--- src/rtl/bsg_link_token_sched_if.sv ---
// Handshake, link and credit bundle for the two-channel token-credit link scheduler.
// master: scheduler side; slave: requesters, link consumer and token source.
interface bsg_link_token_sched_if #(
  parameter int unsigned width_p    = 16,
  parameter int unsigned credit_w_p = 4
);
  logic [1:0]              req_v_i;
  logic [2*width_p-1:0]    req_data_i;
  logic [1:0]              req_ready_o;
  logic                    link_v_o;
  logic [width_p-1:0]      link_data_o;
  logic                    link_ch_o;
  logic                    link_ready_i;
  logic [1:0]              token_i;
  logic                    flush_i;
  logic                    flush_done_o;
  logic [2*credit_w_p-1:0] credit_o;
  logic                    overflow_o;

  modport master (
    input  req_v_i, req_data_i, link_ready_i, token_i, flush_i,
    output req_ready_o, link_v_o, link_data_o, link_ch_o, flush_done_o, credit_o, overflow_o
  );

  modport slave (
    output req_v_i, req_data_i, link_ready_i, token_i, flush_i,
    input  req_ready_o, link_v_o, link_data_o, link_ch_o, flush_done_o, credit_o, overflow_o
  );
endinterface

--- src/rtl/bsg_link_token_sched.sv ---
// Two-channel round-robin link scheduler with per-channel credit counters,
// token-based credit return and a flush/drain handshake.
module bsg_link_token_sched #(
  parameter int unsigned width_p       = 16,
  parameter int unsigned credits_p     = 8,
  parameter int unsigned decimation_p  = 4,
  parameter int unsigned init_cycles_p = 4
) (
  input logic                    clk_i,
  input logic                    reset_n_i,
  bsg_link_token_sched_if.master bus
);
  localparam int unsigned CW = $clog2(credits_p + 1);
  localparam int unsigned SW = CW + 1;
  localparam int unsigned IW = (init_cycles_p > 1) ? $clog2(init_cycles_p) : 1;

  typedef enum logic [1:0] {ST_INIT, ST_RUN, ST_DRAIN} state_e;

  state_e                 state_q, state_d;
  logic [IW-1:0]          init_cnt_q, init_cnt_d;
  logic                   flush_done_q, flush_done_d;
  logic [1:0][CW-1:0]     credit_q, credit_d;
  logic [1:0][SW-1:0]     sum_c;
  logic                   ovf_c;
  logic                   overflow_q;
  logic                   last_grant_q;
  logic                   link_v_q;
  logic [width_p-1:0]     link_data_q;
  logic                   link_ch_q;
  logic [1:0]             elig_c, grant_c;
  logic                   slot_free_c;
  logic                   credits_full_c;

  assign credits_full_c = (credit_q[0] == CW'(credits_p)) && (credit_q[1] == CW'(credits_p));

  always_ff @(posedge clk_i or negedge reset_n_i) begin
    if (!reset_n_i) begin
      state_q      <= ST_INIT;
      init_cnt_q   <= '0;
      flush_done_q <= 1'b0;
    end else begin
      state_q      <= state_d;
      init_cnt_q   <= init_cnt_d;
      flush_done_q <= flush_done_d;
    end
  end

  always_comb begin
    state_d      = state_q;
    init_cnt_d   = init_cnt_q;
    flush_done_d = 1'b0;
    case (state_q)
      ST_INIT: begin
        if (init_cnt_q == IW'(init_cycles_p - 1)) state_d = ST_RUN;
        else                                      init_cnt_d = init_cnt_q + IW'(1);
      end
      ST_RUN: begin
        if (bus.flush_i) state_d = ST_DRAIN;
      end
      ST_DRAIN: begin
        if (credits_full_c && !link_v_q) begin
          state_d      = ST_RUN;
          flush_done_d = 1'b1;
        end
      end
      default: state_d = ST_INIT;
    endcase
  end

  // Eligibility and round-robin grant; a tie goes to the channel not granted last.
  always_comb begin
    slot_free_c = !link_v_q || bus.link_ready_i;
    for (int i = 0; i < 2; i++) begin
      elig_c[i] = (state_q == ST_RUN) && bus.req_v_i[i] && (credit_q[i] != '0) && slot_free_c;
    end
    if (elig_c == 2'b11) grant_c = last_grant_q ? 2'b01 : 2'b10;
    else                 grant_c = elig_c;
  end

  // Credit update is one bit wide of the counter so a token overshoot is caught and clamped.
  always_comb begin
    ovf_c = 1'b0;
    for (int i = 0; i < 2; i++) begin
      sum_c[i] = {1'b0, credit_q[i]}
               + (bus.token_i[i] ? SW'(decimation_p) : SW'(0))
               - SW'(grant_c[i]);
      if (sum_c[i] > SW'(credits_p)) begin
        credit_d[i] = CW'(credits_p);
        ovf_c       = 1'b1;
      end else begin
        credit_d[i] = sum_c[i][CW-1:0];
      end
    end
  end

  always_ff @(posedge clk_i or negedge reset_n_i) begin
    if (!reset_n_i) begin
      credit_q     <= {2{CW'(credits_p)}};
      overflow_q   <= 1'b0;
      last_grant_q <= 1'b1;
      link_v_q     <= 1'b0;
      link_data_q  <= '0;
      link_ch_q    <= 1'b0;
    end else begin
      credit_q   <= credit_d;
      overflow_q <= overflow_q | ovf_c;
      if (|grant_c) begin
        last_grant_q <= grant_c[1];
        link_v_q     <= 1'b1;
        link_ch_q    <= grant_c[1];
        link_data_q  <= grant_c[1] ? bus.req_data_i[width_p +: width_p]
                                   : bus.req_data_i[0 +: width_p];
      end else if (bus.link_ready_i) begin
        link_v_q <= 1'b0;
      end
    end
  end

  assign bus.req_ready_o  = grant_c;
  assign bus.link_v_o     = link_v_q;
  assign bus.link_data_o  = link_data_q;
  assign bus.link_ch_o    = link_ch_q;
  assign bus.flush_done_o = flush_done_q;
  assign bus.credit_o     = credit_q;
  assign bus.overflow_o   = overflow_q;
endmodule

--- src/flat_wrapper.sv ---
// flat-port wrapper written by rule: the top's interface ports become plain ports
module bsg_link_token_sched_flat 
#(
  parameter int unsigned width_p       = 16,
  parameter int unsigned credits_p     = 8,
  parameter int unsigned decimation_p  = 4,
  parameter int unsigned init_cycles_p = 4
)
  (clk_i, reset_n_i, bus_req_v_i, bus_req_data_i, bus_link_ready_i, bus_token_i, bus_flush_i, bus_req_ready_o, bus_link_v_o, bus_link_data_o, bus_link_ch_o, bus_flush_done_o, bus_credit_o, bus_overflow_o);
  bsg_link_token_sched_if #(.width_p(width_p), .credit_w_p((4))) bus_i ();
  input logic clk_i;
  input logic reset_n_i;
  input wire logic [$bits(bus_i.req_v_i)-1:0] bus_req_v_i;
  input wire logic [$bits(bus_i.req_data_i)-1:0] bus_req_data_i;
  input wire logic [$bits(bus_i.link_ready_i)-1:0] bus_link_ready_i;
  input wire logic [$bits(bus_i.token_i)-1:0] bus_token_i;
  input wire logic [$bits(bus_i.flush_i)-1:0] bus_flush_i;
  output wire logic [$bits(bus_i.req_ready_o)-1:0] bus_req_ready_o;
  output wire logic [$bits(bus_i.link_v_o)-1:0] bus_link_v_o;
  output wire logic [$bits(bus_i.link_data_o)-1:0] bus_link_data_o;
  output wire logic [$bits(bus_i.link_ch_o)-1:0] bus_link_ch_o;
  output wire logic [$bits(bus_i.flush_done_o)-1:0] bus_flush_done_o;
  output wire logic [$bits(bus_i.credit_o)-1:0] bus_credit_o;
  output wire logic [$bits(bus_i.overflow_o)-1:0] bus_overflow_o;
  assign bus_i.req_v_i = bus_req_v_i;
  assign bus_i.req_data_i = bus_req_data_i;
  assign bus_i.link_ready_i = bus_link_ready_i;
  assign bus_i.token_i = bus_token_i;
  assign bus_i.flush_i = bus_flush_i;
  assign bus_req_ready_o = bus_i.req_ready_o;
  assign bus_link_v_o = bus_i.link_v_o;
  assign bus_link_data_o = bus_i.link_data_o;
  assign bus_link_ch_o = bus_i.link_ch_o;
  assign bus_flush_done_o = bus_i.flush_done_o;
  assign bus_credit_o = bus_i.credit_o;
  assign bus_overflow_o = bus_i.overflow_o;
  bsg_link_token_sched #(.width_p(width_p), .credits_p(credits_p), .decimation_p(decimation_p), .init_cycles_p(init_cycles_p)) u_core (.clk_i(clk_i), .reset_n_i(reset_n_i), .bus(bus_i));
endmodule
--- config.mk ---
export PLATFORM = sky130hd
export DESIGN_NAME = bsg_link_token_sched_flat
export DESIGN_NICKNAME = d
export VERILOG_FILES = /design/src/rtl/bsg_link_token_sched_if.sv /design/src/rtl/bsg_link_token_sched.sv /design/src/flat_wrapper.sv
export SDC_FILE = /design/constraint.sdc
export NUM_CORES = 1
export LEC_CHECK = 0
export BUFFER_PORTS_ARGS = -buffer_cell sky130_fd_sc_hd__clkbuf_2
export CAP_MARGIN = 25
export CORE_ASPECT_RATIO = 0.7
export CORE_MARGIN = 2
export CORE_UTILIZATION = 42
export DETAILED_ROUTE_END_ITERATION = 10
export GPL_ROUTABILITY_DRIVEN = 0
export PLACE_DENSITY = 0.71
export RECOVER_POWER = 50
export SKIP_LAST_GASP = 1
export SYNTH_ARGS = -nofsm -noshare
export SYNTH_HDL_FRONTEND = slang
export SYNTH_SLANG_ARGS = --single-unit
--- constraint.sdc ---
create_clock -name clk_i -period 5.1 [get_ports clk_i]
set_input_delay 0.765 -clock clk_i [delete_from_list [all_inputs] [get_ports clk_i]]
set_output_delay 0.765 -clock clk_i [all_outputs]
set_load 0.02 [all_outputs]
# After elaboration in Yosys (flattened, before gate mapping)

Cells that the tools add are included.

Bitwise gates (word level): 2
Equality and inequality tests: 9
$lt $le $gt $ge: 2
Add/sub/neg operators: 5
Mux-type cells: 17
Reductions and logical operators: 17

Operator list:

| kind                  | count |
|---|---|
| $mux W16              | 1 |
| $add A4 B5 Y5         | 2 |
| $gt A5 B4 Y1 const B  | 2 |
| $mux W2               | 5 |
| $sub A5 B1 Y5         | 2 |
| $eq A4 B4 Y1 const B  | 2 |
| $logic_and A1 B1 Y1   | 8 |
| $mux W4               | 2 |
| $reduce_bool A4 Y1    | 2 |
| $eq A2 B2 Y1 const B  | 3 |
| $mux W1               | 6 |
| $mux W3               | 2 |
| $pmux W2 S3           | 1 |
| $ne A2 B1 Y1 const B  | 2 |
| $reduce_and A3 Y1     | 1 |
| $add A2 B1 Y2 const B | 1 |
| $eq A2 B1 Y1 const B  | 1 |
| $logic_not A2 Y1      | 1 |
| $ne A2 B2 Y1 const B  | 1 |
| $reduce_and A2 Y1     | 1 |
| $reduce_bool A2 Y1    | 1 |
| $reduce_or A2 Y1      | 1 |
| $logic_not A1 Y1      | 1 |
| $logic_or A1 B1 Y1    | 1 |
| other kinds (2)       | 2 |

Output and inout bits: 30
Register bits after elaboration: 33

# Depth between registers and ports, before layout

Depth after elaboration: 11
Depth in mapped cells: 12
Gate-level depth less buffers: 11

# Worst setup path after synthesis

OpenSTA, ideal clock, no wires.

Path type: in2reg
Start: input port bus_req_v_i[0]
End: register u_core.overflow_q, in the netlist u_core.bus.overflow_o
Setup time: 139 ps
Setup slack: 2110 ps
Stages: 12
Data required time: 4961 ps
Arrival time: 2851 ps
Buffers on the path: 1
Cell sequence: o41a_1 -> nand3_2 -> a21oi_2 -> buf_6 -> ha_1 -> inv_1 -> ha_1 -> fa_1 -> xnor2_1 -> a21oi_1 -> nor3_1 -> nand3_1

Cells in the longest elaborated chain, start to end: 10

Ends and longest elaborated chain:

| element                             | RTL line                    | RTL |
|---|---|---|
| start, declared                     | flat_wrapper.sv:13          | `input wire logic [$bits(bus_i.req_v_i)-1:0] bus_req_v_i;` |
| $logic_and A1 B1 Y1 * (3 in series) | bsg_link_token_sched.sv:74  | `elig_c[i] = (state_q == ST_RUN) && bus.req_v_i[i] && (credit_q[i] != '0) && slot_free_c;` |
| $eq A2 B2 Y1                        | bsg_link_token_sched.sv:76  | `if (elig_c == 2'b11) grant_c = last_grant_q ? 2'b01 : 2'b10;` |
| $mux W2 *                           | bsg_link_token_sched.sv:76  |  |
| named net bus_req_ready_o[0]        | flat_wrapper.sv:18          | `output wire logic [$bits(bus_i.req_ready_o)-1:0] bus_req_ready_o;` |
| $sub A5 B1 Y5 *                     | bsg_link_token_sched.sv:86  | `- SW'(grant_c[i]);` |
| $gt A5 B4 Y1 *                      | bsg_link_token_sched.sv:87  | `if (sum_c[i] > SW'(credits_p)) begin` |
| $mux W1 * (2 in series)             | bsg_link_token_sched.sv:87  |  |
| $or A1 B1 Y1 *                      | bsg_link_token_sched.sv:106 | `overflow_q <= overflow_q \| ovf_c;` |
| end signal, assigned                | bsg_link_token_sched.sv:106 |  |
| end, declared                       | bsg_link_token_sched.sv:25  | `logic overflow_q;` |

Mark *: on every way through the listed nets, which the timed path passes. The rest lies on a longest branch.
A chain may end at the register's enable or synchronous reset.

# Final worst setup path

Start: register u_core.credit_q, in the netlist u_core.bus.credit_o[5]
End: register u_core.overflow_q, in the netlist u_core.bus.overflow_o

Cells in the longest elaborated chain, start to end: 10

Ends and longest elaborated chain:

| element                           | RTL line                    | RTL |
|---|---|---|
| start, declared                   | bsg_link_token_sched.sv:22  | `logic [1:0][CW-1:0] credit_q, credit_d;` |
| start signal, assigned            | bsg_link_token_sched.sv:98  | `credit_q <= {2{CW'(credits_p)}};` |
| start signal, assigned            | bsg_link_token_sched.sv:105 | `credit_q <= credit_d;` |
| $reduce_bool A4 Y1                | bsg_link_token_sched.sv:74  |  |
| $logic_and A1 B1 Y1 (2 in series) | bsg_link_token_sched.sv:74  |  |
| $eq A2 B2 Y1                      | bsg_link_token_sched.sv:76  |  |
| $mux W2                           | bsg_link_token_sched.sv:76  |  |
| $sub A5 B1 Y5                     | bsg_link_token_sched.sv:86  |  |
| $gt A5 B4 Y1                      | bsg_link_token_sched.sv:87  |  |
| $mux W1                           | bsg_link_token_sched.sv:87  |  |
| $mux W1 *                         | bsg_link_token_sched.sv:87  |  |
| $or A1 B1 Y1 *                    | bsg_link_token_sched.sv:106 |  |

Mark *: on every way between the ends. The rest lies on a longest branch, timed or not.

==> results.md <==
| Quantity | Value | Unit |
|---|---|---|
| Chip width | 79.88 | um |
| Setup repair after global routing missed its margin | false | - |
| H-Tree Depth | 2 | - |
| Number of max-capacitance violations reported | 1 | - |
| Critical path peak fanout | 18 | - |
| Max VDD drop | 0.3014 | mV |
| Least-Margin Pin Slew | 1.747 | ns |
| Internal power | 0.7778 | mW |
| Syn nets | 200 | - |
| Mean Syn Cell Area | 11.52 | um^2 |
| Final TNS setup | 0 | ns |
| CTS Hold Buffers Added | 0 | - |
| Tmin final | 2.968 | ns |
| Unique cell type count in the Yosys netlist | 32 | - |
| Initial antenna violation count | 0 | - |
| Sink count of the clock tree | 33 | - |
| Net Switching | 0.5670 | mW |
| Critical Path Source Type | flop | - |
| Critical-path cell with the highest stage delay | sky130_fd_sc_hd__o41a_1 | - |
| Status | finished, violations left | - |
| Final period utilization | 0.5819 | - |
| Relative area change from synthesis to final layout | 27.79 | % |
| Vias in the first global route | 1,346 | - |
| Slew Limit Headroom | -0.1645 | - |
| Routed length per placed instance | 13.89 | um |
| Effective utilization at floorplan | 0.4342 | - |
| Vias per cell | 4.996 | - |
| Post-cts sizing count | 0 | - |
| Count of buffers from port buffering | 69 | - |
| Fill cell count | 368 | - |
| Pwr per Cell Area | 621.6 | nW/um^2 |
| Global routing usage summed across all routing layers | 0.1834 | - |
| Final antenna-violating net count | 0 | - |
| Top FF cell, synth | sky130_fd_sc_hd__dfrtp_1 | - |
| Library cell used as clock root buffer | sky130_fd_sc_hd__clkbuf_8 | - |
| Leakage Power | 1.141 | nW |
| CTS buffer count | 5 | - |
| Area inside the core boundary | 3899 | um^2 |
| Classification of the worst setup path | flop to flop | - |
| Fraction of final layout cells with drive strength greater than 1 | 0.3527 | - |
| Cell depth of the worst min-delay path | 1 | - |
| Insertion delay to the later sink of the worst-skew pair | 0.28 | ns |
| Most common cell on crit path | sky130_fd_sc_hd__ha_1 | - |
| Beginning of the worst hold path | u_core.bus.link_ch_o$_DFFE_PN0P_ | - |
| Final Routed Wirelength | 3834 | um |
| Count of vias placed by the detailed router | 1,379 | - |
| Floorplan die area | 4562 | um^2 |
| Seq pwr share | 0.346 | - |
| Register clock-pin slew on the reported worst setup and hold paths | 0.06 | ns |
| DRT Pass-1 Iters | 4 | - |
| Most common library cells after synthesis | 30 x sky130_fd_sc_hd__dfrtp_1, 17 x sky130_fd_sc_hd__inv_1, 16 x sky130_fd_sc_hd__a221o_1 | - |
| Dominant combinational cell family by area after synthesis | compound AO/OA/AOI/OAI gates | - |
| Worst EP required | 5.24 | ns |
| Fin Clk Skew | 0.002464 | ns |
| Sequential-to-total area share from yosys stat | 0.4900 | - |
| Top-area cell type share of the netlist area | 0.4435 | - |
| I/O pin count | 70 | - |
| Initial DRC Count | 49 | - |
| Slowest stage delay, CP | 0.52 | ns |
| Worst-case hold path end point | u_core.bus.link_ch_o$_DFFE_PN0P_ | - |
| Violations in the final reports | max-capacitance violations, max-slew violations | - |
| Number of flops mapped to enable cells by yosys | 0 | - |
| Register bit total from synthesis | 33 | - |
| Number of antenna diodes | 0 | - |
| Post-synth ARST share | 1.000 | - |
| Top-count cell post-synth | sky130_fd_sc_hd__dfrtp_1 | - |
| Overall power | 1.345 | mW |
| Clock tree from TritonCTS | done | - |
| Synthesized area | 1693 | um^2 |
| Worst R2R Setup Slack | 2.13 | ns |
| Number of endpoints with negative hold slack in the final report | 0 | - |
| Worst endpoint data arrival time | 3.11 | ns |
| Part of the power in combinational logic | 0.518 | - |
| Crit. Startpoint | u_core.bus.credit_o[5]$_DFF_PN0_ | - |
| Final Max Slew Viols | 34 | - |
| Endpoint kind of the worst setup timing path | flop | - |
| Hold Crit Class | flop to flop | - |
| Nets | 276 | - |
| Final hold slack | 0.4954 | ns |
| Worst Reg-to-Reg Cells | 11 | - |
| Gate Count Post-Synth | 147 | - |
| Clock buffer depth | 2 | - |
| Maximum number of pins on one net before global-route repair | 34 | - |
| Post-synthesis share of cell area spent on full adders, half adders and majority gates | 0.1050 | - |
| Total gr overflow | 0 | - |
| Final Setup Violations | 0 | - |
| Global-route wire length before repair | 6285 | um |
| Number of buffers inserted to repair setup after CTS | 0 | - |
| Number of rows in the core area | 19 | - |
| Multiplexer fraction of the synthesized cell area | 0.006652 | - |
| Simple-gate area share of the yosys netlist | 0.1567 | - |
| Cells along the critical path | o41a_1 > a21oi_2 > buf_4 > ha_1 > inv_1 > ha_1 > fa_1 > xnor2_1 > a21oi_1 > nor3_1 > nand3_1 | - |
| Startpoint of the most critical register-to-register path | u_core.bus.credit_o[5]$_DFF_PN0_ | - |
| Compound-Gate Fraction of Synth Area | 0.1648 | - |
| Part of the power in the clock network | 0.136 | - |
| Endpoint of the worst-slack reg-to-reg timing path | u_core.bus.overflow_o$_DFF_PN0_ | - |
| Parity-gate share of the synthesized area counting xor and xnor cells | 0.02587 | - |
| Largest cells by area after synthesis | sky130_fd_sc_hd__dfrtp_1 44%, sky130_fd_sc_hd__a221o_1 9.5%, sky130_fd_sc_hd__ha_1 8.1% | - |
| Most area-hungry cell type in the Yosys netlist | sky130_fd_sc_hd__dfrtp_1 | - |
| Half-perimeter wire length after placement | 2866 | um |
| Max Clk Rate | 337.0 | MHz |
| # DRC | 0 | - |
| Count of yosys warnings during synthesis | 0 | - |
| Switching portion of total power | 0.4216 | - |
| Die height | 57.12 | um |
## per-layer routing
metal | vias up | wire length (um) | track usage
li1 | 676 | - | -
met4 | 0 | 41 | 0.06053
met5 | - | 0 | 0
met3 | 5 | 260 | 0.04905
met1 | 642 | 1914 | 0.2776
met2 | 56 | 1616 | 0.2560
## cells by family after synthesis
family | Yosys count
compound gates | 32
mux | 1
flops | 33
simple gates | 44
fa+ha+maj | 13
buf+inv | 19
xor+xnor | 5
## state kept, by name, indices dropped and copies added (netlist names)
name	cells
u_core.bus.link_v_o	1
u_core.bus.credit_o	8
u_core.state_q	2
u_core.last_grant_q	1
u_core.init_cnt_q	2
u_core.bus.flush_done_o	1
u_core.bus.link_data_o	16
u_core.bus.overflow_o	1
u_core.bus.link_ch_o	1
## cells in the final DEF, fill, tap and decap left out, types with 2 or more instances in the layout
cell type	Yosys	routed
sky130_fd_sc_hd__clkbuf_2	0	59
sky130_fd_sc_hd__dfrtp_1	30	30
sky130_fd_sc_hd__inv_1	17	17
sky130_fd_sc_hd__a221o_1	16	16
sky130_fd_sc_hd__clkbuf_1	0	13
sky130_fd_sc_hd__ha_1	11	11
sky130_fd_sc_hd__nor2b_1	9	9
sky130_fd_sc_hd__nand2_1	6	6
sky130_fd_sc_hd__and2_2	6	6
sky130_fd_sc_hd__clkbuf_8	0	5
sky130_fd_sc_hd__a21oi_1	4	4
sky130_fd_sc_hd__xnor2_1	4	4
sky130_fd_sc_hd__and3_1	4	4
sky130_fd_sc_hd__nor3_1	4	4
sky130_fd_sc_hd__a21o_1	3	3
sky130_fd_sc_hd__nor2_1	3	3
sky130_fd_sc_hd__dfstp_2	3	3
sky130_fd_sc_hd__o41a_1	2	2
sky130_fd_sc_hd__a21oi_2	2	2
sky130_fd_sc_hd__and3b_1	2	2
sky130_fd_sc_hd__nand3_1	2	2
sky130_fd_sc_hd__nor3b_1	2	2
sky130_fd_sc_hd__and2_1	2	2
sky130_fd_sc_hd__o21ai_0	2	2
sky130_fd_sc_hd__fa_1	2	2
sky130_fd_sc_hd__buf_4	0	2
## metrics by stage
stage | instance area, um^2 | cells | setup slack, ns | util
after floorplan | 1693 | 147 | 2.110 | -
after global placement | 2096 | 268 | 2.003 | 0.5375
after detailed placement | 2096 | 268 | 1.943 | 0.5375
after CTS | 2176 | 276 | 2.154 | 0.5581
after global routing | 2163 | 276 | 1.899 | 0.5549
final | 2163 | 276 | 2.132 | 0.5549
## worst max-delay path: cells and delay by family, from the launching register on
family                   cells  cell delay (ns)
AO/OA/AOI/OAI                3             0.76
XOR/XNOR                     1             0.31
adder cells (fa/ha/maj)      3             0.76
buffers and inverters        2             0.28
flip-flops                   1             0.45
AND/OR/NAND/NOR              2             0.27
## worst max path at each step
stage | slack, ns | end | cells after the start
6_report | 2.13 | u_core.bus.overflow_o$_DFF_PN0_ | 11
5_1_grt | 1.90 | u_core.bus.overflow_o$_DFF_PN0_ | 11
3_3_place_gp | 2.00 | u_core.bus.overflow_o$_DFF_PN0_ | 13
3_5_place_dp | 1.94 | u_core.bus.overflow_o$_DFF_PN0_ | 13
4_1_cts | 2.15 | u_core.bus.overflow_o$_DFF_PN0_ | 11
2_1_floorplan | 2.11 | u_core.bus.overflow_o$_DFF_PN0_ | 12
## area by class of cell
type,count,area (um^2),share of cell area
flip-flops and latches,33,829.5,0.3835
multi-input cells,95,777.0,0.3592
well taps,52,65.06,0.03008
clock buffers,8,80.08,0.03702
repair buffers,71,347.8,0.1608
inverters,17,63.81,0.02950
## power groups by stage
stage / clock network, mW / registers [mW] / logic [mW]
2_1_floorplan: 0 / 0.556 / 0.406
3_3_place_gp: 0 / 0.468 / 0.694
3_5_place_dp: 0 / 0.465 / 0.705
4_1_cts: 0.187 / 0.465 / 0.708
5_1_grt: 0.198 / 0.478 / 0.785
6_report: 0.183 / 0.465 / 0.697
Note: power is estimated with default switching activity, not from simulation.
